$ cat config.mk
export PLATFORM = sky130hd
export DESIGN_NAME = enc_pkt_sched
export DESIGN_NICKNAME = d
export VERILOG_FILES = /design/src/rtl/enc_sched_pkg.sv /design/src/rtl/enc_pkt_sched_rr_arbiter.sv /design/src/rtl/enc_pkt_sched.sv
export SDC_FILE = /design/constraint.sdc
export NUM_CORES = 1
export LEC_CHECK = 0
export BUFFER_PORTS_ARGS = -buffer_cell sky130_fd_sc_hd__buf_2
export CAP_MARGIN = 0
export CORE_MARGIN = 2
export CORE_UTILIZATION = 55
export CTS_CLUSTER_SIZE = 28
export DETAILED_ROUTE_END_ITERATION = 7
export GPL_TIMING_DRIVEN = 0
export PLACE_DENSITY = 0.84
export SETUP_SLACK_MARGIN = 0.05
export SLEW_MARGIN = 20
export SYNTH_ARGS = -nofsm -noshare
export SYNTH_HDL_FRONTEND = slang
export SYNTH_HIERARCHICAL = 1
export SYNTH_SLANG_ARGS = --single-unit
$ cat constraint.sdc
create_clock -name clk -period 3.5 [get_ports clk]
set_input_delay 0.175 -clock clk [delete_from_list [all_inputs] [get_ports clk]]
set_output_delay 0.175 -clock clk [all_outputs]
set_load 0.01 [all_outputs]
$ cat src/rtl/enc_sched_pkg.sv
// enc_sched_pkg
//   Shared constants and types for the packet scheduler that feeds enc8to10.
//   K281_9B / K285_9B are the {Kbit, byte} control codes on the encoder input.
//   DEF_PREAMBLE_CNT / DEF_TRAIL_CYC must agree with the enc8to10 build in use.
package enc_sched_pkg;

   localparam logic [8:0] K281_9B          = 9'h13C;
   localparam logic [8:0] K285_9B          = 9'h1BC;
   localparam logic [7:0] HAZARD_BYTE      = 8'hBC;
   localparam int         DEF_PREAMBLE_CNT = 4;
   localparam int         DEF_TRAIL_CYC    = 5;

   typedef enum logic [2:0] {
      IDLE,
      PRE,
      DATA,
      EOP,
      TRAIL
   } sched_state_t;

   // The encoder reads this data byte as end-of-data, so the scheduler flags it.
   function automatic logic is_hazard(input logic [7:0] b);
      return (b == HAZARD_BYTE);
   endfunction

endpackage

$ cat src/rtl/enc_pkt_sched_rr_arbiter.sv
// rr_arbiter
//   Combinational round-robin pick: the first set bit of req searching upward
//   from ptr+1 and wrapping back to ptr itself.
//   Ports:
//     req  [N-1:0]     request vector
//     ptr  [IDX_W-1:0] index of the previous winner
//     gnt  [N-1:0]     one-hot winner (all zero when no request)
//     idx  [IDX_W-1:0] encoded winner index
//     any              at least one request present
module rr_arbiter #(
   parameter int N     = 2,
   parameter int IDX_W = $clog2(N)
) (
   input  logic [N-1:0]     req,
   input  logic [IDX_W-1:0] ptr,
   output logic [N-1:0]     gnt,
   output logic [IDX_W-1:0] idx,
   output logic             any
);

   // One spare bit so ptr+k (at most 2N-1) can be folded back below N.
   logic [IDX_W:0] cand;

   always_comb begin
      gnt  = '0;
      idx  = '0;
      any  = 1'b0;
      cand = '0;
      for (int k = 1; k <= N; k++) begin
         cand = {1'b0, ptr} + (IDX_W+1)'(k);
         if (cand >= (IDX_W+1)'(N)) begin
            cand = cand - (IDX_W+1)'(N);
         end
         if (!any && req[cand[IDX_W-1:0]]) begin
            any                   = 1'b1;
            gnt[cand[IDX_W-1:0]]  = 1'b1;
            idx                   = cand[IDX_W-1:0];
         end
      end
   end

endmodule

$ cat src/rtl/enc_pkt_sched.sv
// enc_pkt_sched
//   Shares one enc8to10 encoder between NUM_REQ byte-stream requesters. A
//   round-robin winner owns the encoder for a whole frame: PREAMBLE_CNT K28.1,
//   its payload bytes, one K28.5, then TRAIL_CYC silent cycles while the encoder
//   appends CRC and its own K28.5.
//   Ports:
//     clk, reset            clock; asynchronous active-high reset
//     req       [N-1:0]     per-requester packet-ready
//     req_len   [N*LEN_W]   payload length per requester, sampled at grant
//     src_valid [N-1:0]     payload byte available
//     src_data  [N*8]       payload bytes
//     src_pop   [N-1:0]     combinational byte-consume strobe (owner only)
//     grant     [N-1:0]     registered one-hot frame owner
//     pushin, datain[8:0], startin   registered encoder drive
//     busy                  high from grant through the last trail cycle
//     pkt_done              pulse on the last trail cycle
//     data_hazard           pulse with a pushed payload byte of 8'hBC
module enc_pkt_sched
   import enc_sched_pkg::*;
#(
   parameter int NUM_REQ      = 2,
   parameter int LEN_W        = 8,
   parameter int PREAMBLE_CNT = DEF_PREAMBLE_CNT,
   parameter int TRAIL_CYC    = DEF_TRAIL_CYC
) (
   input  logic                     clk,
   input  logic                     reset,
   input  logic [NUM_REQ-1:0]       req,
   input  logic [NUM_REQ*LEN_W-1:0] req_len,
   input  logic [NUM_REQ-1:0]       src_valid,
   input  logic [NUM_REQ*8-1:0]     src_data,
   output logic [NUM_REQ-1:0]       src_pop,
   output logic [NUM_REQ-1:0]       grant,
   output logic                     pushin,
   output logic [8:0]               datain,
   output logic                     startin,
   output logic                     busy,
   output logic                     pkt_done,
   output logic                     data_hazard
);

   localparam int IDX_W   = $clog2(NUM_REQ);
   localparam int PRE_W   = (PREAMBLE_CNT > 1) ? $clog2(PREAMBLE_CNT) : 1;
   // Trail counter runs 0..TRAIL_CYC: pkt_done fires at TRAIL_CYC-1 and the
   // extra count holds the final silent cycle before returning to IDLE.
   localparam int TRAIL_W = $clog2(TRAIL_CYC + 1);

   logic [LEN_W-1:0] len_arr  [NUM_REQ];
   logic [7:0]       byte_arr [NUM_REQ];

   genvar gi;
   generate
      for (gi = 0; gi < NUM_REQ; gi++) begin : g_unpack
         assign len_arr[gi]  = req_len[gi*LEN_W +: LEN_W];
         assign byte_arr[gi] = src_data[gi*8 +: 8];
      end
   endgenerate

   sched_state_t        state_reg;
   logic [NUM_REQ-1:0]  grant_reg;
   logic [IDX_W-1:0]    gidx_reg;
   logic [IDX_W-1:0]    ptr_reg;
   logic [LEN_W-1:0]    rem_reg;
   logic [PRE_W-1:0]    pre_cnt_reg;
   logic [TRAIL_W-1:0]  trail_cnt_reg;
   logic                pushin_reg;
   logic [8:0]          datain_reg;
   logic                startin_reg;
   logic                busy_reg;
   logic                done_reg;
   logic                hazard_reg;

   logic [NUM_REQ-1:0]  arb_gnt;
   logic [IDX_W-1:0]    arb_idx;
   logic                arb_any;
   logic                pop_now;
   logic [7:0]          sel_byte;

   rr_arbiter #(
      .N     (NUM_REQ),
      .IDX_W (IDX_W)
   ) u_arb (
      .req (req),
      .ptr (ptr_reg),
      .gnt (arb_gnt),
      .idx (arb_idx),
      .any (arb_any)
   );

   assign sel_byte = byte_arr[gidx_reg];
   assign pop_now  = (state_reg == DATA) && (rem_reg != '0) && src_valid[gidx_reg];
   assign src_pop  = pop_now ? grant_reg : '0;

   always_ff @(posedge clk or posedge reset) begin
      if (reset) begin
         state_reg     <= IDLE;
         grant_reg     <= '0;
         gidx_reg      <= '0;
         ptr_reg       <= IDX_W'(NUM_REQ - 1);
         rem_reg       <= '0;
         pre_cnt_reg   <= '0;
         trail_cnt_reg <= '0;
         pushin_reg    <= 1'b0;
         datain_reg    <= '0;
         startin_reg   <= 1'b0;
         busy_reg      <= 1'b0;
         done_reg      <= 1'b0;
         hazard_reg    <= 1'b0;
      end else begin
         // Encoder drive and pulses are single-cycle unless a state re-asserts them.
         pushin_reg  <= 1'b0;
         datain_reg  <= '0;
         startin_reg <= 1'b0;
         done_reg    <= 1'b0;
         hazard_reg  <= 1'b0;

         case (state_reg)
            IDLE: begin
               if (arb_any) begin
                  grant_reg   <= arb_gnt;
                  gidx_reg    <= arb_idx;
                  ptr_reg     <= arb_idx;
                  rem_reg     <= len_arr[arb_idx];
                  pre_cnt_reg <= '0;
                  busy_reg    <= 1'b1;
                  state_reg   <= PRE;
               end
            end

            PRE: begin
               pushin_reg  <= 1'b1;
               datain_reg  <= K281_9B;
               startin_reg <= (pre_cnt_reg == '0);
               pre_cnt_reg <= pre_cnt_reg + PRE_W'(1);
               if (pre_cnt_reg == PRE_W'(PREAMBLE_CNT - 1)) begin
                  state_reg <= (rem_reg == '0) ? EOP : DATA;
               end
            end

            DATA: begin
               // No pop means a bubble; the encoder's data state tolerates gaps.
               if (pop_now) begin
                  pushin_reg <= 1'b1;
                  datain_reg <= {1'b0, sel_byte};
                  hazard_reg <= is_hazard(sel_byte);
                  rem_reg    <= rem_reg - LEN_W'(1);
                  if (rem_reg == LEN_W'(1)) begin
                     state_reg <= EOP;
                  end
               end
            end

            EOP: begin
               pushin_reg    <= 1'b1;
               datain_reg    <= K285_9B;
               trail_cnt_reg <= '0;
               state_reg     <= TRAIL;
            end

            TRAIL: begin
               trail_cnt_reg <= trail_cnt_reg + TRAIL_W'(1);
               if (trail_cnt_reg == TRAIL_W'(TRAIL_CYC - 1)) begin
                  done_reg <= 1'b1;
               end
               if (trail_cnt_reg == TRAIL_W'(TRAIL_CYC)) begin
                  grant_reg <= '0;
                  busy_reg  <= 1'b0;
                  state_reg <= IDLE;
               end
            end

            default: begin
               state_reg <= IDLE;
            end
         endcase
      end
   end

   assign grant       = grant_reg;
   assign pushin      = pushin_reg;
   assign datain      = datain_reg;
   assign startin     = startin_reg;
   assign busy        = busy_reg;
   assign pkt_done    = done_reg;
   assign data_hazard = hazard_reg;

endmodule

==> results of run 1 <==
[per-stage QoR]
stage | util | worst slack, ns | area, um2 | power, mW
floorplan | - | 1.694 | 1899 | 1.239
global placement | 0.6689 | 1.489 | 2232 | 1.433
detailed placement | 0.6689 | 1.410 | 2232 | 1.461
CTS | 0.6944 | 1.150 | 2317 | 1.746
global route | 0.6963 | 1.023 | 2323 | 1.892
finish | 0.6963 | 1.165 | 2323 | 1.745
[kinds of logic after synthesis]
group | count (synthesis)
mux | 17
simple gates | 66
compound gates | 50
buf+inv | 22
fa+ha+maj | 8
flops | 34
[cells in the final DEF, fill, tap and decap left out, types with 2 or more instances in the layout]
cell	instances
nand3_1	3
a21boi_0	2
o21ai_1	3
o31ai_1	2
inv_1	11
nor3_1	3
nand2_1	17
nand4b_1	2
buf_2	58
and2_1	4
nor4bb_1	2
nand2b_1	2
o22ai_1	2
a31oi_1	3
clkbuf_1	7
nor2_1	18
a21oi_1	11
nor2b_1	2
dfrtp_1	33
mux2_2	5
mux2i_1	12
o21ai_0	9
and3_1	2
ha_1	8
nor4_1	2
clkbuf_4	5
o211ai_1	2
a211oi_1	3
o22a_1	4
[Yosys cell counts, types with 3 or more instances]
cell      instances
nand3_1           3
buf_2             3
a31oi_1           3
ha_1              8
nand2_1          17
o22a_1            4
dfrtp_1          33
mux2i_1          12
nor3_1            3
a211oi_1          3
a21oi_1          11
nor2_1           18
o21ai_0           9
inv_1            12
mux2_2            5
clkbuf_1          5
o21ai_1           3
and2_1            4
[power by group through the flow]
stage	combinational [mW]	sequential [mW]	clock, mW
4_1_cts	0.808	0.654	0.284
2_1_floorplan	0.570	0.670	0
3_3_place_gp	0.780	0.653	0
5_1_grt	0.906	0.678	0.307
3_5_place_dp	0.802	0.659	0
6_report	0.808	0.657	0.280
[path summary, 6_finish.rpt]
path	endpoint	start
max	src_pop[0]	state_reg[0]
min	datain[0]	src_data[8]
max reg2reg	rem_reg[7]	ptr_reg
min reg2reg	ptr_reg	ptr_reg
max in group asynchronous	state_reg[2]	reset
min in group asynchronous	trail_cnt_reg[0]	reset
[routing by layer]
metal  track usage  vias to the layer above  part of all wire
met2        0.3952                       63              0.50
met5             0                        -                 0
met3       0.05225                        7             0.065
li1              -                      833                 -
met1        0.2598                      786              0.43
met4       0.07500                        0             0.013
[final cells by class]
cell class	count	area, um2	share of cell area
multi-input cells	141	959.7	0.4130
flip-flops and latches	34	852.1	0.3667
repair buffers	56	285.3	0.1228
well taps	46	57.56	0.02477
plain buffers	10	48.80	0.02100
clock buffers	7	45.04	0.01939
inverters	12	45.04	0.01939
clock inverters	1	30.03	0.01292
[worst max-delay path, cell delays in order, from the launching register on]
cell,delay (ns)
dfrtp_1,0.38
buf_2,0.17
or3b_1,0.40
a311o_1,0.36
clkbuf_1,0.24
nor2_1,0.14
buf_2,0.14
[timing repair]
item / CTS / global route
endpoints found under the hold margin: 33 / 0
hold buffers: 1 / 0
endpoints found under the setup margin: 0 / 0
==> results.ini, run 1 <==
[outcome]
status=complete, no violations

[sta]
relSlewSlack=0.5331
setup_tns_ns=0
max_freq_mhz=428.2
holdWs_ns=0.1011
worst_pin_slew_ns=0.6986
hold_viol_final=0
period_minus_slack_ns=2.335
finalClockSkew_ns=0.007450
setup_viol=0
slew_viol_final=0
rsz0062_at_grt=no
fin_crit_sh=0.6672

[route]
drtAntennaViolNets=0
drtIter0Drc=78
dr.pass1.iters=4
drc=0
via_per_inst=5.502
wl_um=4184
wire_per_inst_um=13.63
vias=1689

[floorplan]
core_area_mm2=0.003337
die_w_um=62.77
die-area_mm2=0.003939
placementRows=21
ios=56
die_h_um=62.77
start_util=0.5692

[cells_and_area]
largest_reg_flops=9
layout-drive-gt1-share=0.2874
syn2layout_area_growth_pct=22.33
fin_cells=307
final_nets=306
fillCellCount=288
diodes=0

[yosys]
synth_top_family_by_area=simple AND/OR/NAND/NOR gates
synth_edf_count=0
yosysWarnings=6
avgSynthCellArea_um2=9.641
synth_nets=243
async_reset_ff_frac=1.000
synth-adder-area-share=0.05270
synthCells=197
netlist.area_leader.share=0.4348
muxShareOfSynthArea=0.09289
ys_seq_area_frac=0.4486
synth_compound_area_frac=0.1726
netlist_area_mm2=0.001899
yosys.area.top_type=dfrtp_1
synth-simple-area-share=0.1838
ys_ff_latch=34
synth_ff_type=dfrtp_1
synth.area.top_cells=dfrtp_1 43%, mux2i_1 6.3%, ha_1 5.3%
synthDistinctLibCells=49
synthXorXnorAreaFrac=0

[critical_path]
critPathKind=reg2out
end_kind=output pin
worstPathArrival_ns=2.16
worstPathMaxFanout=10
critPathLaunchType=flop
r2r_cells=5
r2r_setup_slack_ns=1.57
crit_required_ns=3.32

[clock_tree]
cts_resized=0
cts_sinks=34
tritoncts=yes
clk_latency_ns=0.33
cts_root_buf=clkbuf_4
path_clk_slew_ns=0.10
cts_made_buffers=5
ctsHtreeMaxLevel=2
cts_max_path_buffers=2
post_cts_buffers=0

[global_routing]
grt_max_degree=35
grt_antenna_before_repair=0
grt_pass1_vias=1596
overflow=0
gr-usage-all-layers=0.2211
grt_pass1_wl_um=6906

[power]
vdd_drop_max_v=0.0003727
power.internal_mw=1.055
static-leakage-power_nw=1.117
p_sw_uw=689.6
powerDensity_mw_per_mm2=750.9
switching_share=0.3953
p_comb_frac=0.463
pwr-share-seq=0.377
power_frac_clock=0.160

[min_path]
hold_path_depth=3
hold_path.class=in2reg

[placed_design]
finalWeightedCongestion=0.7966
place.port_buffers=55
placed_cells=298
dp_hpwl_um=3014

[flow_run]
max_cap_viol_count=0

Note: power is estimated with default switching activity, not from simulation.
==> run 2, diff against run 1 <==
--- a/config.mk
+++ b/config.mk
@@ -8,11 +8,11 @@
 export BUFFER_PORTS_ARGS = -buffer_cell sky130_fd_sc_hd__buf_2
 export CAP_MARGIN = 0
 export CORE_MARGIN = 2
-export CORE_UTILIZATION = 55
+export CORE_UTILIZATION = 51
 export CTS_CLUSTER_SIZE = 28
 export DETAILED_ROUTE_END_ITERATION = 7
 export GPL_TIMING_DRIVEN = 0
-export PLACE_DENSITY = 0.84
+export PLACE_DENSITY = 0.79
 export SETUP_SLACK_MARGIN = 0.05
 export SLEW_MARGIN = 20
 export SYNTH_ARGS = -nofsm -noshare
==> constraint.sdc (replaced) <==
create_clock -name clk -period 2.2 [get_ports clk]
set_input_delay 0.11 -clock clk [delete_from_list [all_inputs] [get_ports clk]]
set_output_delay 0.11 -clock clk [all_outputs]
set_load 0.01 [all_outputs]
==> results.ini, run 2 (synthesis gave the netlist of run 1 again) <==
[placed_design]
finalWeightedCongestion=0.8172  ; was 0.7966
placed_cells=300  ; was 298
place.port_buffers=55  ; unchanged
dp_hpwl_um=3002  ; was 3014 um

[clock_tree]
ctsHtreeMaxLevel=2  ; unchanged
cts_made_buffers=5  ; unchanged
tritoncts=yes  ; unchanged
path_clk_slew_ns=0.07  ; was 0.10 ns
cts_max_path_buffers=2  ; unchanged
clk_latency_ns=0.29  ; was 0.33 ns
cts_root_buf=clkbuf_8  ; was clkbuf_4
cts_sinks=34  ; unchanged

[cells_and_area]
multi_input_comb_area_um2=962.2  ; was 959.7 um2
final_cell_mix=58 x buf_2, 33 x dfrtp_1, 18 x nor2_1  ; unchanged
diodes=0  ; unchanged
final_nets=306  ; unchanged
syn2layout_area_growth_pct=23.65  ; was 22.33%
fillCellCount=328  ; was 288
layout-drive-gt1-share=0.2989  ; was 0.2874
mostFrequentLayoutCell=buf_2  ; unchanged
largest_reg_flops=9  ; unchanged
regArea_um2=852.1  ; unchanged
fin_cells=309  ; was 307

[route]
vias=1664  ; was 1689
drtAntennaViolNets=0  ; unchanged
drc=0  ; unchanged
dr.pass1.iters=4  ; unchanged
wire_per_inst_um=12.98  ; was 13.63 um
drtIter0Drc=77  ; was 78
wl_um=4012  ; was 4184 um
via_per_inst=5.385  ; was 5.502

[sta]
holdWs_ns=0.07790  ; was 0.1011 ns
relSlewSlack=0.5350  ; was 0.5331
max_freq_mhz=488.0
setup_viol=0  ; unchanged
fin_crit_sh=0.9315
slew_viol_final=0  ; unchanged
rsz0062_at_grt=no  ; unchanged
worst_pin_slew_ns=0.6964  ; was 0.6986 ns
finalClockSkew_ns=0.005846  ; was 0.007450 ns
period_minus_slack_ns=2.049
setup_tns_ns=0  ; unchanged
hold_viol_final=0  ; unchanged

[critical_path]
critPathLaunchType=flop  ; unchanged
crit_path_frequent_cell=buf_2  ; unchanged
critPathKind=reg2out  ; unchanged
crit_required_ns=2.09  ; was 3.32 ns
slowest_stage=or3b_4  ; was or3b_1
reg2reg_from=ptr_reg  ; unchanged
worstPathArrival_ns=1.94  ; was 2.16 ns
path_cells=buf_2 > or3b_4 > a311o_1 > buf_4 > nor2_1 > buf_2  ; was buf_2 > or3b_1 > a311o_1 > clkbuf_1 > nor2_1 > buf_2
worstPathMaxFanout=10  ; unchanged
r2r-end=rem_reg[7]  ; unchanged
end_kind=output pin  ; unchanged
r2r_setup_slack_ns=0.28  ; was 1.57 ns
r2r_cells=5  ; unchanged
slowest_delay_ns=0.40  ; about the same

[flow_run]
max_cap_viol_count=0  ; unchanged

[global_routing]
grt_antenna_before_repair=0  ; unchanged
grt_pass1_wl_um=6858  ; was 6906 um
grt_pass1_vias=1559  ; was 1596
grt_max_degree=35  ; unchanged
gr-usage-all-layers=0.2101  ; was 0.2211
overflow=0  ; unchanged

[min_path]
hold_path.class=in2reg  ; unchanged
min_to=datain[6]  ; was datain[0]
hold_start=src_data[6]  ; was src_data[8]
hold_path_depth=3  ; unchanged

[floorplan]
die_h_um=65.03  ; was 62.77 um
start_util=0.5227  ; was 0.5692
core_area_mm2=0.003633  ; was 0.003337 mm2
die_w_um=65.03  ; was 62.77 um
die-area_mm2=0.004228  ; was 0.003939 mm2
ios=56  ; unchanged
placementRows=22  ; was 21

[power]
static-leakage-power_nw=1.131  ; was 1.117 nW
vdd_drop_max_v=0.0006093  ; was 0.0003727 V
powerDensity_mw_per_mm2=1193  ; was 750.9 mW/mm2

[outcome]
status=complete, no violations  ; unchanged

## run 2: changes by cell type in the layout (fill, tap and decap cells not counted)
cell / previous run / this run
clkinv_2: 0 / 1
bufinv_16: 1 / 0
buf_4: 0 / 1
clkbuf_1: 7 / 5
clkbuf_4: 5 / 0
clkbuf_8: 0 / 6
or3b_1: 1 / 0
or3b_4: 0 / 1
## run 2: layout make-up
type | count | area share
Multi-Input combinational cell | 141 | 0.4097
Sequential cell | 34 | 0.3628
Timing Repair Buffer | 56 | 0.1215
Clock inverter | 1 | 0.002131
Buffer | 10 | 0.02238
Inverter | 12 | 0.01918
Clock buffer | 7 | 0.03676
Tap cell | 48 | 0.02557
## run 2: metal layers
layer  wire length, um  GRT usage  vias up  share of wire
li1                  -          -      833              -
met1              1810     0.2615      776           0.45
met2              1935     0.3595       50           0.48
met3               210    0.05382        5          0.052
met4                55    0.06250        0          0.014
met5                 0          0        -              0
## run 2: through the flow
step	power [mW]	util	cell area [um2]	setup WS [ns]
6_report	2.803	0.6464	2349	0.1507
5_1_grt	3.038	0.6464	2349	0.07608
4_1_cts	2.819	0.6457	2346	0.07286
3_5_place_dp	2.343	0.6167	2241	0.2720
3_3_place_gp	2.295	0.6150	2235	0.1566
2_1_floorplan	1.972	-	1899	0.3935
## run 2: where the power goes
part | switching (mW) | total [mW] | internal (mW)
clock network | 0.217 | 0.470 | 0.252
registers | 0.174 | 1.05 | 0.873
logic | 0.713 | 1.29 | 0.573
## run 2: how the worst max path moves through the flow
stage                       from             end  slack [ns]  cells past startpoint
floorplan           state_reg[0]      rem_reg[6]        0.39                      6
global placement    state_reg[0]  pre_cnt_reg[0]        0.16                      4
detailed placement       ptr_reg      rem_reg[7]        0.27                      5
CTS                 state_reg[0]      src_pop[0]        0.07                      6
global route        state_reg[0]      src_pop[0]        0.08                      6
finish              state_reg[0]      src_pop[0]        0.15                      6
## run 2: what timing repair did
action,4_1_cts,5_1_grt
endpoints found under the hold margin,33,0
endpoints found under the setup margin,2,2
resized for setup,2,2
buffers inserted,0,0
pin swaps,0,1
hold buffers,1,0
## run 2: critical path: cells and delay by family, from the launching register on
family / cells / cell delay (ns)
compound gates: 1 / 0.33
buf+inv: 3 / 0.50
flops: 1 / 0.36
simple gates: 2 / 0.48
